`src/rtl/dac_pkg.sv`:
```
// Shared types and constants for the DAC frame serializer.
package dac_pkg;

    typedef enum logic [2:0] {
        ST_IDLE  = 3'd0,
        ST_LOAD  = 3'd1,
        ST_SHIFT = 3'd2,
        ST_GAP   = 3'd3,
        ST_LOAD1 = 3'd4
    } state_t;

    localparam logic [3:0] CMD_WR_UPD = 4'b0011;
    localparam logic [3:0] ADDR_CH0   = 4'd0;
    localparam logic [3:0] ADDR_CH1   = 4'd1;

    function automatic int frame_width(input int m);
        return m + 8;
    endfunction

endpackage

```
`src/rtl/dac_spi_shift.sv`:
```
// Mode-0 SPI shifter for one frame: sclk divider, half-period counter,
// MSB-first data launched on falling edges, done on the last cycle.
module dac_spi_shift #(
    parameter int W       = 24,
    parameter int CLK_DIV = 4
) (
    input  logic         clk,
    input  logic         rst,
    input  logic         load,
    input  logic [W-1:0] frame,
    output logic         sclk,
    output logic         mosi,
    output logic         done
);

    // 24 low/high pairs plus the trailing low half before cs_n rises
    localparam int HALVES = 2 * W + 1;
    localparam int HW     = $clog2(HALVES + 1);
    localparam int DW     = (CLK_DIV > 1) ? $clog2(CLK_DIV) : 1;

    logic          running;
    logic [W-1:0]  sh;
    logic [DW-1:0] div;
    logic [HW-1:0] half;
    logic [HW-1:0] half_nx;
    logic          div_end;

    assign half_nx = half + HW'(1);
    assign div_end = (div == DW'(CLK_DIV - 1));
    assign done    = running && div_end && (half == HW'(HALVES - 1));

    always_ff @(posedge clk or negedge rst) begin
        if (!rst) begin
            running <= 1'b0;
            sh      <= '0;
            div     <= '0;
            half    <= '0;
            sclk    <= 1'b0;
            mosi    <= 1'b0;
        end else if (load) begin
            running <= 1'b1;
            sh      <= frame;
            div     <= '0;
            half    <= '0;
            sclk    <= 1'b0;
            mosi    <= frame[W-1];
        end else if (done) begin
            running <= 1'b0;
            div     <= '0;
            half    <= '0;
        end else if (running) begin
            if (div_end) begin
                div  <= '0;
                half <= half_nx;
                sclk <= half_nx[0];
                // even half index = falling edge: launch next bit
                if (!half_nx[0]) begin
                    mosi <= sh[W-2];
                    sh   <= {sh[W-2:0], 1'b0};
                end
            end else begin
                div <= div + DW'(1);
            end
        end
    end

endmodule

```
`src/rtl/dac_frame_serializer.sv`:
```
// Attenuates signed sample pairs, converts to offset binary and sends
// each channel as a write-and-update SPI frame to a dual-channel DAC.
module dac_frame_serializer
    import dac_pkg::*;
#(
    parameter int M       = 16,
    parameter int CLK_DIV = 4,
    parameter int CS_GAP  = 2
) (
    input  logic         clk,
    input  logic         rst,
    input  logic         sample_valid,
    input  logic [M-1:0] ch0,
    input  logic [M-1:0] ch1,
    input  logic         dual,
    input  logic [3:0]   atten,
    output logic         sclk,
    output logic         mosi,
    output logic         cs_n,
    output logic         busy,
    output logic         frame_done,
    output logic [15:0]  drop_count
);

    localparam int W  = frame_width(M);
    localparam int GW = (CS_GAP > 1) ? $clog2(CS_GAP) : 1;

    function automatic logic [W-1:0] build_frame(
        input logic [3:0]   addr,
        input logic [M-1:0] ch,
        input logic [3:0]   sh
    );
        logic signed [M-1:0] s;
        s = $signed(ch) >>> sh;
        return {CMD_WR_UPD, addr, ~s[M-1], s[M-2:0]};
    endfunction

    state_t        state;
    state_t        next;
    logic          slot_full;
    logic [M-1:0]  slot_ch0;
    logic [M-1:0]  slot_ch1;
    logic          slot_dual;
    logic [3:0]    slot_atten;
    logic [W-1:0]  frame1;
    logic          owe1;
    logic [GW-1:0] gap_cnt;
    logic          gap_last;
    logic          pending;
    logic          consume;
    logic          load;
    logic          sh_done;
    logic [W-1:0]  load_frame;

    // a strobe in this cycle counts as pending so IDLE leaves immediately
    assign pending    = slot_full || sample_valid;
    assign consume    = (state == ST_LOAD);
    assign load       = consume || (state == ST_LOAD1);
    assign gap_last   = (gap_cnt == GW'(CS_GAP - 1));
    assign load_frame = consume
                      ? build_frame(ADDR_CH0, slot_ch0, slot_atten)
                      : frame1;

    always_comb begin
        next = state;
        unique case (state)
            ST_IDLE:  if (pending) next = ST_LOAD;
            ST_LOAD:  next = ST_SHIFT;
            ST_LOAD1: next = ST_SHIFT;
            ST_SHIFT: if (sh_done) next = ST_GAP;
            ST_GAP: begin
                if (gap_last) begin
                    if (owe1)         next = ST_LOAD1;
                    else if (pending) next = ST_LOAD;
                    else              next = ST_IDLE;
                end
            end
            default:  next = ST_IDLE;
        endcase
    end

    always_ff @(posedge clk or negedge rst) begin
        if (!rst) begin
            state      <= ST_IDLE;
            busy       <= 1'b0;
            frame_done <= 1'b0;
            cs_n       <= 1'b1;
            gap_cnt    <= '0;
            frame1     <= '0;
            owe1       <= 1'b0;
        end else begin
            state      <= next;
            busy       <= (next != ST_IDLE);
            frame_done <= sh_done;
            if (load)         cs_n <= 1'b0;
            else if (sh_done) cs_n <= 1'b1;
            if (state == ST_GAP && !gap_last) gap_cnt <= gap_cnt + GW'(1);
            else                              gap_cnt <= '0;
            if (consume) begin
                frame1 <= build_frame(ADDR_CH1, slot_ch1, slot_atten);
                owe1   <= slot_dual;
            end else if (state == ST_LOAD1) begin
                owe1 <= 1'b0;
            end
        end
    end

    always_ff @(posedge clk or negedge rst) begin
        if (!rst) begin
            slot_full  <= 1'b0;
            slot_ch0   <= '0;
            slot_ch1   <= '0;
            slot_dual  <= 1'b0;
            slot_atten <= '0;
            drop_count <= '0;
        end else begin
            slot_full <= sample_valid || (slot_full && !consume);
            if (sample_valid) begin
                slot_ch0   <= ch0;
                slot_ch1   <= ch1;
                slot_dual  <= dual;
                slot_atten <= atten;
            end
            if (sample_valid && slot_full && !consume
                && drop_count != 16'hFFFF)
                drop_count <= drop_count + 16'd1;
        end
    end

    dac_spi_shift #(
        .W       (W),
        .CLK_DIV (CLK_DIV)
    ) u_shift (
        .clk   (clk),
        .rst   (rst),
        .load  (load),
        .frame (load_frame),
        .sclk  (sclk),
        .mosi  (mosi),
        .done  (sh_done)
    );

endmodule

```
`config.mk`:
```
export PLATFORM = sky130hd
export DESIGN_NAME = dac_frame_serializer
export DESIGN_NICKNAME = d
export VERILOG_FILES = /design/src/rtl/dac_pkg.sv /design/src/rtl/dac_spi_shift.sv /design/src/rtl/dac_frame_serializer.sv
export SDC_FILE = /design/constraint.sdc
export NUM_CORES = 1
export LEC_CHECK = 0
export BUFFER_PORTS_ARGS = -buffer_cell sky130_fd_sc_hd__buf_4
export CAP_MARGIN = 20
export CORE_ASPECT_RATIO = 0.7
export CORE_UTILIZATION = 50
export CTS_BUF_LIST = sky130_fd_sc_hd__clkbuf_8 sky130_fd_sc_hd__clkbuf_16
export DETAILED_ROUTE_END_ITERATION = 10
export PLACE_DENSITY = 0.72
export SETUP_SLACK_MARGIN = 0.4
export SKIP_LAST_GASP = 1
export SYNTH_ARGS = -nofsm -noshare
export SYNTH_HDL_FRONTEND = slang
export SYNTH_SLANG_ARGS = --single-unit
```
`constraint.sdc`:
```
create_clock -name clk -period 1.67 [get_ports clk]
set_input_delay 0.334 -clock clk [delete_from_list [all_inputs] [get_ports clk]]
set_output_delay 0.334 -clock clk [all_outputs]
set_load 0.01 [all_outputs]
```
Word-level counts from Yosys, hierarchy flattened --
Cells that the tools add are included.
Word-level totals: logic and storage cells 96, bits in registers 113, input port bits 40
Cells by class: shift-type cells 2, muxes and demuxes 36, $add $sub $neg 4, eq/ne operators 9, reductions and logical operators 24, bitwise gates (word level) 2
Operator list (count):
- 2-to-1 mux 23 bit | 5
- >>> shifter 16 x 4 -> 16 bit | 2
- 2-to-1 mux 6 bit | 4
- 2-to-1 mux 22 bit | 1
- 2-to-1 mux 1 bit | 17
- adder 16 x 1 -> 16 bit (second input constant) | 1
- inequality test 16 bit (second input constant) | 1
- 2-to-1 mux 3 bit | 4
- case mux 3 bit (4 select lines) | 1
- nonzero test 3 bit | 3
- 2-to-1 mux 2 bit | 4
- nonzero test 2 bit | 4
- logical AND 1 bit | 7
- adder 6 x 1 -> 6 bit (second input constant) | 1
- equality test 3 x 2 -> 1 bit (second input constant) | 2
- equality test 6 bit (second input constant) | 1
- inequality test 2 bit (second input constant) | 2
- AND reduction 4 bit | 1
- equality test 3 x 1 -> 1 bit (second input constant) | 1
- equality test 3 bit (second input constant) | 1
- logical NOT 3 bit | 1
- logical OR 1 bit | 3
- AND reduction 3 bit | 1
- adder 2 x 1 -> 2 bit (second input constant) | 1
- 6 further kinds | 8

Logic depth before layout (Yosys ltp) --
depth in word-level cells 6, gate-level depth with buffers 9, gate-level depth less buffers 8

Cells and area by module --
A second synthesis with hierarchy kept.
Second synthesis, totals: cell total of the unflattened synthesis 577, area total of the unflattened synthesis 6727.7 µm²
By module, submodules not included:
- dac_frame_serializer | area each 4788.3 µm², cells each 406, times used 1
- dac_spi_shift | area each 1939.4 µm², cells each 171, times used 1

Worst setup path before layout --
OpenSTA, ideal clock, no wires.
kind flip-flop to flip-flop, start register u_shift.half[0], end register u_shift.sh[10], path slack -179 ps, arrival 1746 ps, cell stages (with the launch flop) 9, library setup time 103 ps, data required time 1567 ps, path buffers 2, path through dfrtp_1 clkbuf_1 inv_1 ha_1 nand4b_1 o211ai_1 and2_1 buf_6 o41ai_2
On the way: longest elaborated chain between the ends 4, elaborated cells between the ends (all ways) 6, those cells by class add/sub (1); eq/ne (3); reduce/logical (2)
RTL lines:
- start, declared | RTL line dac_spi_shift.sv:24 | logic [HW-1:0] half;
- start signal, assigned | RTL line dac_spi_shift.sv:54 | half <= half_nx;
- branches (longest 3 deep; another with adder 6 x 1 -> 6 bit)
- AND reduction 4 bit (no line) *
- end signal, assigned | RTL line dac_spi_shift.sv:42 | sh <= frame;
- end signal, assigned | RTL line dac_spi_shift.sv:59 | sh <= {sh[W-2:0], 1'b0};
- end, declared | RTL line dac_spi_shift.sv:22 | logic [W-1:0] sh;
Every way passes the cells marked *. A chain may end at the register's enable or synchronous reset.

Final worst setup path --
start register u_shift.half[0], end register u_shift.sh[3]
The elaborated chain is that of the path after synthesis.

==> flow_summary.yaml <==
placement:
  port_buffers: 60
  placed_area_mm2: 0.00767
  hpwl_mm: 12.0
  gp_congestion: 0.926
  dp_cells: 889
layout:
  multi_input_area_mm2: 0.00383
  drive_above_1_share: 0.526
  area_growth_pct: 50.6
  layout.nets: 846
  final_area_mm2: 0.00956
  fin_cells: 977
  regArea_mm2: 0.00284
  final_core_util: 0.772
  diodes: 0
  fillCellCount: 746
logic_synthesis:
  ys_seq_area_frac: 0.446
  synth.cells.most_frequent: "dfrtp_1 (112), nand2_1 (81), mux2_2 (51), nor2_1 (51), o21ai_0 (39)"
  yosys.cell_types.count: 67
  synth-edff-count: 0
  syn_area_per_cell_um2: 10.3
  synth_area_leaders: "dfrtp_1 (44%), mux2_2 (9.0%), mux4_2 (6.0%)"
  synth_largest_area_cell: "dfrtp_1"
  syn_nets: 659
  ys_seq_elements: 113
  synth_top_area_share: 0.442
  syn-instance-count: 615
  synth_most_common_cell: "dfrtp_1"
  ys_warn_count: 0
  netlist_area_mm2: 0.00635
  async_flop_share: 1.00
  synth_ff_type: "dfrtp_1"
grt:
  grt_pass1_wl_mm: 29.7
  grt_max_degree: 44
  gr-total-overflow: 0
  grt_use_total: 0.302
  grt_pass1_vias: 5699
  antenna_found_initial: 0
floorplanning:
  dieArea_mm2: 0.0132
  die_width_um: 137
  die_h_um: 96.3
  core_area_mm2: 0.0124
  pin_count: 61
  start_util: 0.513
  rows: 34
worst_hold_path:
  whs_path_depth: 3
  hp-class: "in2reg"
  hold_path.startpoint: "atten[2]"
critical_path:
  critical_path_class: "reg2reg"
  cp.arrival_ns: 2.16
  path_buf_inv: 3
  crit_cells: 8
  reg2reg_depth: 8
  worstSetupEndpointType: "register"
  critPathSlowestCell: "dfrtp_1"
  cp_top_family: "compound AO/OA/AOI/OAI gates"
  crit_path_start: "u_shift.half[0]"
  cp.required_ns: 1.95
  slowest_delay_ns: 0.41
  crit_path_max_fanout: 4
  r2r_setup_slack_ns: -0.21
  worstReg2RegStart: "u_shift.half[0]"
  crit_path_start_kind: "register"
  path_cells: "inv_4, ha_4, nand4b_1, o211ai_1, buf_4, buf_6, mux2i_1, o2111ai_1"
clock_network:
  clockBufferDepth: 2
  clock_tree.root_cell: "clkbuf_16"
  numClockSinks: 113
  h-tree-depth: 4
  cts_buffers: 17
  cts_tree: "built"
  clk_pin_slew_ns: 0.06
  clkLatencyLatePin_ns: 0.42
route:
  wl_mm: 20.0
  vias: 5995
  wl_per_cell_um: 20.5
  antenna_left: 0
  drt_pass1_iterations: 7
  first_iter_violations: 527
  drc: 0
  vias_per_cell: 6.14
status:
  violations: "setup timing"
  outcome: "complete, but fails checks"
sta:
  setup-violations-final: 44
  final.setup_skew_ns: 0.00996
  post-route-period-util: 1.13
  setup_slack_ns: -0.212
  post-route-min-period_ns: 1.88
  slew_viol_final: 0
  worstMarginPinSlew_ns: 0.525
  hold_viol: 0
  rsz0062_at_grt: "yes"
  slew_headroom: 0.646
  whs_ns: 0.122
  clock.fmax_ghz: 0.531
flow_run:
  drv_cap: 0
pwr:
  p_leak_uw: 0.00423
  peakVddDrop_v: 0.00112
  p_per_area_mw_per_mm2: 1440
==> registers in the layout, indices dropped and copies added, names as in the netlist, 2 cells and up <==
signal,cells
u_shift.half,6
u_shift.div,2
frame1,17
slot_atten,4
drop_count,16
slot_ch0,16
slot_ch1,16
u_shift.sh,23
state,3
==> worst register-to-register path, delay by kind of cell, from the launching register on <==
kind	cells	cell delay, ns
mux	1	0.21
compound gates	2	0.42
buf+inv	3	0.42
simple gates	1	0.16
flops	1	0.41
fa+ha+maj	1	0.12
==> where the power goes <==
group          switching [µW]  total [µW]  internal, µW
clock                    1380        3800          2420
combinational            2710        5710          3000
sequential                790        4280          3500
==> repair_timing <==
item                                    CTS  global route
hold buffers                              1             0
endpoints found under the setup margin   93            95
gates resized for setup                 100            99
setup buffers                            33            18
endpoints found under the hold margin    21             0
pin swaps                                23            26
cloned                                    1             3
==> through the flow <==
step	TNS (ns)	total power [µW]	setup slack, ns
5_1_grt	-7.67	14400	-0.285
3_5_place_dp	-2.66	8120	-0.199
3_3_place_gp	-1.10	7960	-0.209
6_report	-4.92	13800	-0.212
4_1_cts	-1.38	12700	-0.114
2_1_floorplan	-0.103	6660	-0.0260
==> cells by family (layout without fill, tap and decap cells) <==
family                     Yosys count  count (layout)  synth area share
AOI/OAI and AO/OA                  137             137             0.141
xor gates and xnor gates            12              12            0.0166
adders and majority gates            4               4           0.00789
buffers and inverters               55             255            0.0447
DFF                                113             113             0.446
muxes                               98              98             0.204
and+or+nand+nor                    196             196             0.140
==> cell type report <==
| cell class | instances | share of cell area |
|---|---|---|
| Tap cell | 162 | 0.0212 |
| Timing Repair Buffer | 210 | 0.212 |
| Inverter | 13 | 0.00563 |
| Sequential cell | 113 | 0.297 |
| Multi-Input combinational cell | 447 | 0.400 |
| Clock buffer | 19 | 0.0474 |
| Clock inverter | 13 | 0.0168 |
==> worst paths after layout <==
kind                                 end
max                        u_shift.sh[3]
min                        slot_atten[2]
max reg2reg                u_shift.sh[3]
min reg2reg                    frame1[9]
max in group asynchronous           cs_n
min in group asynchronous    slot_ch1[0]
==> layer usage <==
metal / global-route usage / part of all wire / vias to the layer above
li1: - / - / 2635
met1: 0.407 / 0.42 / 3006
met2: 0.468 / 0.48 / 310
met3: 0.0711 / 0.081 / 44
met4: 0.131 / 0.020 / 0
met5: 0 / 0 / -
==> layout by cell type (no fill, tap or decap), types with 16 or more instances in the layout <==
cell,Yosys,routed
buf_4,2,132
dfrtp_1,112,107
nand2_1,81,66
buf_6,7,61
mux2_2,51,41
nor2_1,51,31
o21ai_0,39,22
mux4_2,17,19
clkbuf_16,0,19
o21ai_1,6,17
mux2i_1,26,16
Note: power is estimated with default switching activity, not from simulation.
